`config.mk`:
```
export PLATFORM = sky130hd
export DESIGN_NAME = ser_10b_tx_flat
export DESIGN_NICKNAME = d
export VERILOG_FILES = /design/src/rtl/ser_10b_tx_if.sv /design/src/rtl/ser_10b_tx.sv /design/src/flat_wrapper.sv
export SDC_FILE = /design/constraint.sdc
export NUM_CORES = 1
export LEC_CHECK = 0
export ABC_AREA = 1
export BUFFER_PORTS_ARGS = -buffer_cell sky130_fd_sc_hd__clkbuf_2
export CAP_MARGIN = 30
export CORE_MARGIN = 4
export CORE_UTILIZATION = 56
export DETAILED_ROUTE_END_ITERATION = 12
export GPL_TIMING_DRIVEN = 0
export PLACE_DENSITY_LB_ADDON = 0.3
export SYNTH_ARGS = -nofsm -noshare
export SYNTH_HDL_FRONTEND = slang
export SYNTH_SLANG_ARGS = --single-unit
```
`constraint.sdc`:
```
create_clock -name clk -period 1.9 [get_ports clk]
set_input_delay 0.285 -clock clk [delete_from_list [all_inputs] [get_ports clk]]
set_output_delay 0.285 -clock clk [all_outputs]
set_load 0.005 [all_outputs]
```
`src/rtl/ser_10b_tx_if.sv`:
```
// ser_10b_tx_if: code-group handshake between the 8b/10b encoder and ser_10b_tx.
//   word_in    : 10-bit code group (encoder -> tx)
//   word_valid : word_in is valid      (encoder -> tx)
//   word_ready : tx takes word_in on this edge if word_valid (tx -> encoder)
interface ser_10b_tx_if;
  logic [9:0] word_in;
  logic       word_valid;
  logic       word_ready;

  modport master (output word_in, output word_valid, input  word_ready);
  modport slave  (input  word_in, input  word_valid, output word_ready);
endinterface

```
`src/rtl/ser_10b_tx.sv`:
```
// ser_10b_tx: parallel-to-serial transmit stage behind the 8b/10b encoder.
// Takes 10-bit code groups over a valid/ready handshake, shifts them out one
// bit per clk, and uses a one-word holding register so consecutive groups
// stream with no gap. Counts underruns (stream gaps after a word started).
//
// Ports:
//   clk, rst_n    : clock, synchronous active-low reset
//   bus (slave)   : word_in / word_valid / word_ready handshake
//   ser_out       : serial data bit
//   ser_valid     : ser_out carries a data-word bit
//   word_start    : first bit of a data word is on ser_out
//   underrun_cnt  : saturating underrun count
// Parameter LSB_FIRST: 1 = word_in[0] sent first, 0 = word_in[9] first.
// Build option SER_IDLE_COMMA_EN: when defined, idle time is filled with
// K28.5 RD- comma groups and data starts only on a 10-bit boundary.
module ser_10b_tx #(
  parameter bit LSB_FIRST = 1'b1
) (
  input  logic              clk,
  input  logic              rst_n,
  ser_10b_tx_if.slave       bus,
  output logic              ser_out,
  output logic              ser_valid,
  output logic              word_start,
  output logic [7:0]        underrun_cnt
);

  localparam int unsigned W_WORD = 10;
  localparam int unsigned W_BIT  = 4;
  localparam int unsigned W_CNT  = 8;
`ifdef SER_IDLE_COMMA_EN
  // Bit i of this constant is the i-th comma bit on the line.
  localparam logic [W_WORD-1:0] COMMA_SEQ = 10'h17C;
`endif

  typedef enum logic {S_IDLE, S_SHIFT} state_t;

  state_t             r_state, w_state_nxt;
  logic [W_BIT-1:0]   r_bit_cnt, w_bit_cnt_nxt;
  logic [W_WORD-1:0]  r_shift, w_shift_nxt;
  logic [W_WORD-1:0]  r_hold, w_hold_nxt;
  logic               r_hold_full, w_hold_full_nxt;
  logic [W_CNT-1:0]   r_urun, w_urun_nxt;
  logic               w_last_bit;
  logic               w_load_edge;
  logic               w_accept;
  logic [W_WORD-1:0]  w_shift_adv;

  assign w_last_bit = (r_bit_cnt == W_BIT'(9));

  // Load edge: end of a 10-bit slot (data or comma), or any idle edge without commas.
`ifdef SER_IDLE_COMMA_EN
  assign w_load_edge = w_last_bit;
`else
  assign w_load_edge = (r_state == S_IDLE) || w_last_bit;
`endif

  // Ready depends on registered state only; held low during reset.
  assign bus.word_ready = rst_n && (!r_hold_full || w_load_edge);
  assign w_accept       = bus.word_valid && bus.word_ready;

  assign w_shift_adv = LSB_FIRST ? {1'b0, r_shift[W_WORD-1:1]}
                                 : {r_shift[W_WORD-2:0], 1'b0};

  // State register.
  always_ff @(posedge clk) begin
    if (!rst_n) begin
      r_state     <= S_IDLE;
      r_bit_cnt   <= '0;
      r_shift     <= '0;
      r_hold      <= '0;
      r_hold_full <= 1'b0;
      r_urun      <= '0;
    end else begin
      r_state     <= w_state_nxt;
      r_bit_cnt   <= w_bit_cnt_nxt;
      r_shift     <= w_shift_nxt;
      r_hold      <= w_hold_nxt;
      r_hold_full <= w_hold_full_nxt;
      r_urun      <= w_urun_nxt;
    end
  end

  // Next-state: reload from hold or bypass at load edges, otherwise shift.
  always_comb begin
    w_state_nxt     = r_state;
    w_bit_cnt_nxt   = r_bit_cnt;
    w_shift_nxt     = r_shift;
    w_hold_nxt      = r_hold;
    w_hold_full_nxt = r_hold_full;
    w_urun_nxt      = r_urun;
    if (w_load_edge) begin
      w_bit_cnt_nxt = '0;
      if (r_hold_full) begin
        w_shift_nxt = r_hold;
        w_state_nxt = S_SHIFT;
        if (w_accept) begin
          w_hold_nxt = bus.word_in;
        end else begin
          w_hold_full_nxt = 1'b0;
        end
      end else if (w_accept) begin
        w_shift_nxt = bus.word_in;
        w_state_nxt = S_SHIFT;
      end else begin
        w_state_nxt = S_IDLE;
        if ((r_state == S_SHIFT) && (r_urun != {W_CNT{1'b1}})) begin
          w_urun_nxt = r_urun + W_CNT'(1);
        end
      end
    end else begin
      w_bit_cnt_nxt = r_bit_cnt + W_BIT'(1);
      w_shift_nxt   = w_shift_adv;
      if (w_accept) begin
        w_hold_nxt      = bus.word_in;
        w_hold_full_nxt = 1'b1;
      end
    end
  end

  // Line outputs decoded from registered state only.
  always_comb begin
    ser_out    = 1'b0;
    ser_valid  = 1'b0;
    word_start = 1'b0;
    if (r_state == S_SHIFT) begin
      ser_valid  = 1'b1;
      word_start = (r_bit_cnt == '0);
      ser_out    = LSB_FIRST ? r_shift[0] : r_shift[W_WORD-1];
    end else begin
`ifdef SER_IDLE_COMMA_EN
      ser_out = COMMA_SEQ[r_bit_cnt];
`endif
    end
  end

  assign underrun_cnt = r_urun;

endmodule

```
`src/flat_wrapper.sv`:
```
// flat-port wrapper written by rule: the top's interface ports become plain ports
module ser_10b_tx_flat 
#(
  parameter bit LSB_FIRST = 1'b1
)
  (clk, rst_n, ser_out, ser_valid, word_start, underrun_cnt, bus_word_in, bus_word_valid, bus_word_ready);
  ser_10b_tx_if bus_i ();
  input  logic clk;
  input  logic rst_n;
  output logic ser_out;
  output logic ser_valid;
  output logic word_start;
  output logic [7:0] underrun_cnt;
  input wire logic [$bits(bus_i.word_in)-1:0] bus_word_in;
  input wire logic [$bits(bus_i.word_valid)-1:0] bus_word_valid;
  output wire logic [$bits(bus_i.word_ready)-1:0] bus_word_ready;
  assign bus_i.word_in = bus_word_in;
  assign bus_i.word_valid = bus_word_valid;
  assign bus_word_ready = bus_i.word_ready;
  ser_10b_tx #(.LSB_FIRST(LSB_FIRST)) u_core (.clk(clk), .rst_n(rst_n), .bus(bus_i), .ser_out(ser_out), .ser_valid(ser_valid), .word_start(word_start), .underrun_cnt(underrun_cnt));
endmodule
```
==> results of run 1 <==
layout make-up:
| cell class | instances | area, µm² |
|---|---|---|
| inverters | 28 | 108 |
| plain buffers | 9 | 58.8 |
| flip-flops and latches | 34 | 681 |
| clock buffers | 7 | 45.0 |
| repair buffers | 23 | 115 |
| fillers | 252 | 930 |
| well taps | 31 | 38.8 |
| multi-input cells | 168 | 853 |
routing by layer:
layer | vias up | global-route usage (%)
met5 | - | 0
met4 | 0 | 6.61
met3 | 5 | 4.80
met2 | 32 | 26.4
met1 | 665 | 25.5
li1 | 815 | -
per-stage QoR:
| step | setup slack, ns | cells | utilization (%) | instance area (µm²) |
|---|---|---|---|---|
| final | 0.200 | 300 | 67.1 | 1900 |
| after global routing | 0.0936 | 300 | 67.1 | 1900 |
| after CTS | 0.169 | 300 | 67.1 | 1900 |
| after detailed placement | 0.409 | 293 | 65.5 | 1850 |
| after global placement | 0.431 | 293 | 65.5 | 1850 |
| after floorplan | 0.582 | 239 | - | 1700 |
cells in the mapped netlist, drive strengths merged, types with 2 or more instances:
master  instances
ha              4
buf             8
o21ai          22
a21oi          11
dfxtp          34
nand2          75
inv            27
a31oi           9
xnor2           2
nor2           30
nand3           6
nand4           2
xor2            5
how the worst max path moves through the flow:
stage	from	endpoint	slack, ns	cells past startpoint
after global placement	u_core.r_bit_cnt[0]	u_core.r_bit_cnt[3]	0.43	6
final	u_core.r_bit_cnt[1]	bus_word_ready	0.20	7
after CTS	u_core.r_bit_cnt[1]	bus_word_ready	0.17	7
after global routing	u_core.r_bit_cnt[1]	bus_word_ready	0.09	7
after floorplan	u_core.r_bit_cnt[1]	u_core.r_hold[1]	0.58	9
after detailed placement	u_core.r_bit_cnt[0]	u_core.r_bit_cnt[3]	0.41	6
worst min-delay path: cells and delay by family:
family	cells	cell delay, ns
buffers and inverters	1	0.09
AND/OR/NAND/NOR	2	0.12
sequential cells by signal, indices dropped and copies added, names as in the netlist:
signal               cells
u_core.r_hold           10
u_core.underrun_cnt      8
u_core.r_hold_full       1
u_core.r_bit_cnt         4
u_core.r_state           1
u_core.r_shift          10
report_power, final:
part	switching [mW]	total [mW]	internal (mW)
sequential	0.0206	0.770	0.749
combinational	0.106	0.171	0.0651
clock	0.213	0.353	0.139
total	0.339	1.29	0.954
cells by family after synthesis:
kind of cell	after synthesis	synth area share, %
DFF	34	40.0
AOI/OAI and AO/OA	43	14.1
xor gates and xnor gates	7	3.61
buffers and inverters	37	9.79
and+or+nand+nor	114	29.5
adders and majority gates	4	2.94
==> impl_metrics.env, run 1 <==
export IMPL_via_per_inst=5.06
export IMPL_min_from="bus_word_in[6]"
export IMPL_maxUsedRoutingLayer="met4"
export IMPL_cts_tree="built"
export IMPL_final_cell_mix="72 x nand2_1, 34 x dfxtp_1, 29 x nor2_1"
export IMPL_syn_inst=239
export IMPL_rsz0062_at_grt="no"
export IMPL_period_needed_ns=1.70
export IMPL_nNetsFinal=286
export IMPL_worst_setup_path_type="reg2out"
export IMPL_wl_met1_mm=1.66
export IMPL_critPathRequiredTime_ns=1.62
export IMPL_clkTransAtPathRegs_ns=0.09
export IMPL_clk_path_buf_depth=2
export IMPL_antenna_found_initial=0
export IMPL_final_common_cell="nand2_1"
export IMPL_drt_pass1_iter_count=4
export IMPL_cts_max_level=2
export IMPL_post_cts_setup_buffers=0
export IMPL_die_h_um=63.1
export IMPL_p_leak_nw=0.904
export IMPL_met3_wirelength_um=193
export IMPL_avgSynthCellArea_um2=7.11
export IMPL_syn_to_final_growth_pct=11.7
export IMPL_ctsHoldBuffers=0
export IMPL_worst_setup_path_start_kind="register"
export IMPL_crit_family="flip-flops"
export IMPL_power_density_mw_per_mm2=681
export IMPL_drc=0
export IMPL_critical_path_max_stage_delay_ns=0.36
export IMPL_ys_flop_type="dfxtp_1"
export IMPL_initial_core_util_pct=60.1
export IMPL_core_mm2=0.00283
export IMPL_grt_max_degree=11
export IMPL_cts_root_buf="clkbuf_4"
export IMPL_synth_edf_count=0
export IMPL_drive_gt1_share_pct=17.8
export IMPL_die_area_mm2=0.00398
export IMPL_rows=19
export IMPL_power_total_mw=1.29
export IMPL_max_cap_viol_count=0
export IMPL_grtUsageTotal_pct=18.1
export IMPL_die_w_um=63.1
export IMPL_vdd_ir_drop_max_v=0.000521
export IMPL_maxSlewHeadroom_pct=73.8
export IMPL_ioPinCount=25
export IMPL_min_period_over_period_pct=89.5
export IMPL_path_max_fanout=3
export IMPL_syn_nets=256
export IMPL_yosysTopAreaCellShare_pct=40.0
export IMPL_rrSetupSlack_ns=0.41
export IMPL_r2r_cells=6
export IMPL_io_buffers=23
export IMPL_outcome="finished clean"
export IMPL_post_dp_hpwl_mm=2.46
export IMPL_clk_latency_ns=0.32
export IMPL_avgRoutedWirePerCell_um=11.2
export IMPL_clock_sinks=34
export IMPL_numCtsBuffers=5
export IMPL_worst_slew_pin_slew_ns=0.393
export IMPL_post_cts_resized=0
export IMPL_hold_end="u_core.r_hold[6]"
export IMPL_cp_slowest_cell="dfxtp_1"
export IMPL_grt_ovfl_total=0
export IMPL_critPathBufInv=3
export IMPL_finClkSkew_ns=0.00643
export IMPL_path_cells="inv_1 -> ha_1 -> nand3_4 -> nand3_2 -> nand2_1 -> inv_1 -> clkbuf_2"
export IMPL_yosysTopAreaCell="dfxtp_1"
export IMPL_tns_ns=0
export IMPL_via_count=1517
export IMPL_drtAntennaViolNets=0
export IMPL_fmax_ghz=0.588
export IMPL_async_flop_share_pct=0
export IMPL_maxSlewViolCount=0
export IMPL_crit_top_cell="inv_1"
export IMPL_yosys_warnings=0
export IMPL_grt_pass1_vias=1338
export IMPL_yosysSeqAreaShare_pct=40.0
export IMPL_drt_initial_drc_count=155
export IMPL_hold_path_class="in2reg"
export IMPL_grt_pass1_wl_mm=5.84
export IMPL_synth_cell_types=30
export IMPL_place_congestion=0.781
export IMPL_synth_seq_cells=34
export IMPL_synth_cell_area_mm2=0.00170
export IMPL_hold_viol=0
export IMPL_setup_viol=0
export IMPL_end_kind="output port"
export IMPL_hold_path_depth=3
export IMPL_synth_area_leaders="dfxtp_1 40%, nand2_1 16%, nor2_1 6.4%, o21ai_0 5.9%, inv_1 5.3%"
export IMPL_r2r_start="u_core.r_bit_cnt[0]"
export IMPL_fin_hold_ws_ns=0.197
export IMPL_r2r_end="u_core.r_bit_cnt[3]"
export IMPL_diodes=0
export IMPL_dr_wl_met2_mm=1.47
export IMPL_arrival_ns=1.42
export IMPL_drt_total_wl_mm=3.37
(Power assumes the default switching activity.)
==> inputs of run 2 (changes only) <==
--- a/config.mk
+++ b/config.mk
@@ -5,11 +5,10 @@
 export SDC_FILE = /design/constraint.sdc
 export NUM_CORES = 1
 export LEC_CHECK = 0
-export ABC_AREA = 1
 export BUFFER_PORTS_ARGS = -buffer_cell sky130_fd_sc_hd__clkbuf_2
 export CAP_MARGIN = 30
 export CORE_MARGIN = 4
-export CORE_UTILIZATION = 56
+export CORE_UTILIZATION = 55
 export DETAILED_ROUTE_END_ITERATION = 12
 export GPL_TIMING_DRIVEN = 0
 export PLACE_DENSITY_LB_ADDON = 0.3
==> constraint.sdc (replaced) <==
create_clock -name clk -period 1.58 [get_ports clk]
set_input_delay 0.237 -clock clk [delete_from_list [all_inputs] [get_ports clk]]
set_output_delay 0.237 -clock clk [all_outputs]
set_load 0.005 [all_outputs]
==> impl_metrics.env, run 2 <==
export IMPL_outcome="complete, but fails checks"
export IMPL_failed_checks="setup timing"
export IMPL_power_switching_mw=0.432
export IMPL_synth_area_leaders="dfxtp_1 43%, mux2i_1 14%, nand2_1 10%, a21oi_1 5.6%, o211ai_1 4.2%"
export IMPL_nFillCells=217
export IMPL_p_int_mw=1.19
export IMPL_synth_seq_cells=34
export IMPL_syn_inst=186
export IMPL_p_leak_nw=0.776
export IMPL_via_per_inst=5.76
export IMPL_nNetsFinal=241
export IMPL_final_cell_mix="42 x nand2_1, 28 x dfxtp_1, 21 x mux2i_1, 21 x clkbuf_2, 15 x a21oi_1"
export IMPL_yosysSeqAreaShare_pct=42.5
export IMPL_post_dp_hpwl_mm=2.57
export IMPL_cts_tree="built"
export IMPL_place_area_mm2=0.00176
export IMPL_io_buffers=23
export IMPL_worst_setup_path_type="reg2out"
export IMPL_async_flop_share_pct=0
export IMPL_cts_root_buf="clkbuf_4"
export IMPL_grt_pass1_wl_mm=6.18
export IMPL_synth_cell_types=30
export IMPL_power_density_mw_per_mm2=811
export IMPL_hold_path_class="in2reg"
export IMPL_power_frac_comb_pct=16.4
export IMPL_syn_to_final_growth_pct=24.8
export IMPL_place_congestion=0.770
export IMPL_numCtsBuffers=5
export IMPL_grtUsageTotal_pct=22.4
export IMPL_drive_gt1_share_pct=28.6
export IMPL_max_cap_viol_count=0
export IMPL_synth_cell_area_mm2=0.00160
export IMPL_yosys_warnings=0
export IMPL_grt_ovfl_total=0
export IMPL_die_w_um=62.0
export IMPL_drt_total_wl_mm=3.87
export IMPL_hold_end="u_core.r_hold[0]"
export IMPL_antenna_found_initial=0
export IMPL_syn_nets=203
export IMPL_vdd_ir_drop_max_v=0.000657
export IMPL_r2r_start="u_core.r_bit_cnt[1]"
export IMPL_avgRoutedWirePerCell_um=15.2
export IMPL_drt_pass1_iter_count=6
export IMPL_rows=19
export IMPL_cts_max_level=2
export IMPL_ioPinCount=25
export IMPL_worst_slew_pin_slew_ns=0.699
export IMPL_fin_area_mm2=0.00200
export IMPL_synth_most_common_cell="nand2_1"
export IMPL_rrSetupSlack_ns=-0.06
export IMPL_setup_viol=16
export IMPL_initial_core_util_pct=57.6
export IMPL_r2r_end="u_core.r_shift[2]"
export IMPL_cp_slowest_cell="dfxtp_2"
export IMPL_r2r_cells=6
export IMPL_synthTopCellsByCount="43 x nand2_1, 34 x dfxtp_1, 22 x mux2i_1, 18 x a21oi_1, 9 x o211ai_1"
export IMPL_die_h_um=62.0
export IMPL_min_period_over_period_pct=109
export IMPL_clk_path_buf_depth=2
export IMPL_yosysTopAreaCell="dfxtp_1"
export IMPL_ys_flop_type="dfxtp_1"
export IMPL_finalWorstSetupSlack_ns=-0.141
export IMPL_clock_sinks=34
export IMPL_ctsHoldBuffers=0
export IMPL_grt_pass1_vias=1415
export IMPL_drc=0
export IMPL_rsz0062_at_grt="yes"
export IMPL_critPathBufInv=3
export IMPL_diodes=0
export IMPL_critical_path_max_stage_delay_ns=0.34
export IMPL_grt_max_degree=11
export IMPL_hold_path_depth=3
export IMPL_die_area_mm2=0.00384
export IMPL_utilization_pct=71.9
export IMPL_hold_viol=0
export IMPL_arrival_ns=1.48
export IMPL_clkTransAtPathRegs_ns=0.10
export IMPL_pwr_share_clk_pct=26.5
export IMPL_final_common_cell="nand2_1"
export IMPL_finClkSkew_ns=0.00998
export IMPL_path_max_fanout=2
export IMPL_clk_latency_ns=0.33
export IMPL_via_count=1470
export IMPL_core_mm2=0.00278
export IMPL_synth_edf_count=0
export IMPL_period_needed_ns=1.72
export IMPL_drtAntennaViolNets=0
export IMPL_yosysTopAreaCellShare_pct=42.5
export IMPL_maxSlewHeadroom_pct=53.1
export IMPL_drt_initial_drc_count=92
export IMPL_worst_setup_path_start_kind="register"
export IMPL_power_frac_seq_pct=57.1
export IMPL_netSwitchingFraction_pct=26.7
export IMPL_end_kind="output port"
export IMPL_path_cells="inv_2 -> ha_4 -> nand2_4 -> o21a_4 -> buf_8 -> a21oi_2 -> buf_2"
export IMPL_fmax_ghz=0.581
export IMPL_crit_family="flip-flops"
export IMPL_critPathRequiredTime_ns=1.34
export IMPL_avgSynthCellArea_um2=8.61
export IMPL_maxSlewViolCount=0
export IMPL_min_from="bus_word_in[0]"
==> run 2: cell count changes in the layout (fill, tap and decap cells not counted), sizes merged, moves of 2 or more <==
cell    delta
a21oi      +8
a31oi      -9
buf        +9
clkbuf     +2
inv       -23
mux2i     +22
nand2     -32
nor2      -24
o211ai     +9
o21ai     -17
o31ai      +3
or3        +3
or4        +3
xor2       -3
==> run 2: metrics by stage <==
step           power [mW]  TNS, ns  worst slack, ns  hold slack, ns  std cells
5_1_grt              1.72    -2.27           -0.238           0.128        255
4_1_cts              1.62   -0.604           -0.184           0.128        254
6_report             1.62   -0.621           -0.141           0.139        255
3_3_place_gp         1.15    -1.02           -0.163           0.440        240
2_1_floorplan        1.10        0           0.0420           0.377        186
3_5_place_dp         1.16    -2.28           -0.209           0.445        240
==> run 2: layout make-up <==
class	instances	area (µm²)	share of cell area (%)
Buffer	12	76.3	3.82
Clock buffer	7	45.0	2.25
Inverter	4	15.0	0.751
Multi-Input combinational cell	136	948	47.4
Sequential cell	34	693	34.7
Tap cell	31	38.8	1.94
Timing Repair Buffer	31	183	9.14
==> run 2: what timing repair did <==
item / CTS / global route
pin swaps: 7 / 8
buffers inserted: 5 / 1
resized for setup: 22 / 20
gates cloned: 2 / 0
setup endpoints to repair: 25 / 30
==> run 2: power groups by stage <==
stage | logic, mW | clock network, mW | registers, mW
after global placement | 0.205 | 0 | 0.943
after CTS | 0.255 | 0.439 | 0.928
after detailed placement | 0.218 | 0 | 0.946
after floorplan | 0.156 | 0 | 0.939
final | 0.266 | 0.429 | 0.926
after global routing | 0.290 | 0.494 | 0.931
==> run 2: worst max path at each step <==
stage	from	endpoint	slack, ns	cells after the start
after CTS	u_core.r_bit_cnt[1]	bus_word_ready	-0.18	7
after detailed placement	u_core.r_bit_cnt[1]	bus_word_ready	-0.21	7
after global routing	u_core.r_bit_cnt[1]	bus_word_ready	-0.24	7
final	u_core.r_bit_cnt[1]	bus_word_ready	-0.14	7
after floorplan	u_core.r_bit_cnt[1]	u_core.r_hold[0]	0.04	7
after global placement	u_core.r_bit_cnt[1]	bus_word_ready	-0.16	7
==> run 2: worst reg2reg max path, stage by stage (launching register included) <==
cell	delay [ns]
dfxtp_2	0.34
inv_2	0.08
ha_4	0.14
nand2_4	0.05
o21ai_1	0.56
o211ai_1	0.22
a21oi_1	0.18
==> run 2: logic make-up after synthesis <==
family,synth area share (%)
compound gates,15.6
xor+xnor,1.64
fa+ha+maj,3.13
buf+inv,4.61
flops,42.5
mux,13.7
simple gates,18.8
==> run 2: metal layers <==
| layer | wire, µm | vias up | share of wire [%] | global-route usage, % |
|---|---|---|---|---|
| met3 | 170 | 9 | 4.4 | 7.44 |
| met2 | 2140 | 40 | 55 | 42.6 |
| met1 | 1490 | 693 | 39 | 22.4 |
| met5 | 0 | - | 0 | 0 |
| met4 | 69 | 0 | 1.8 | 7.58 |
| li1 | - | 728 | - | - |
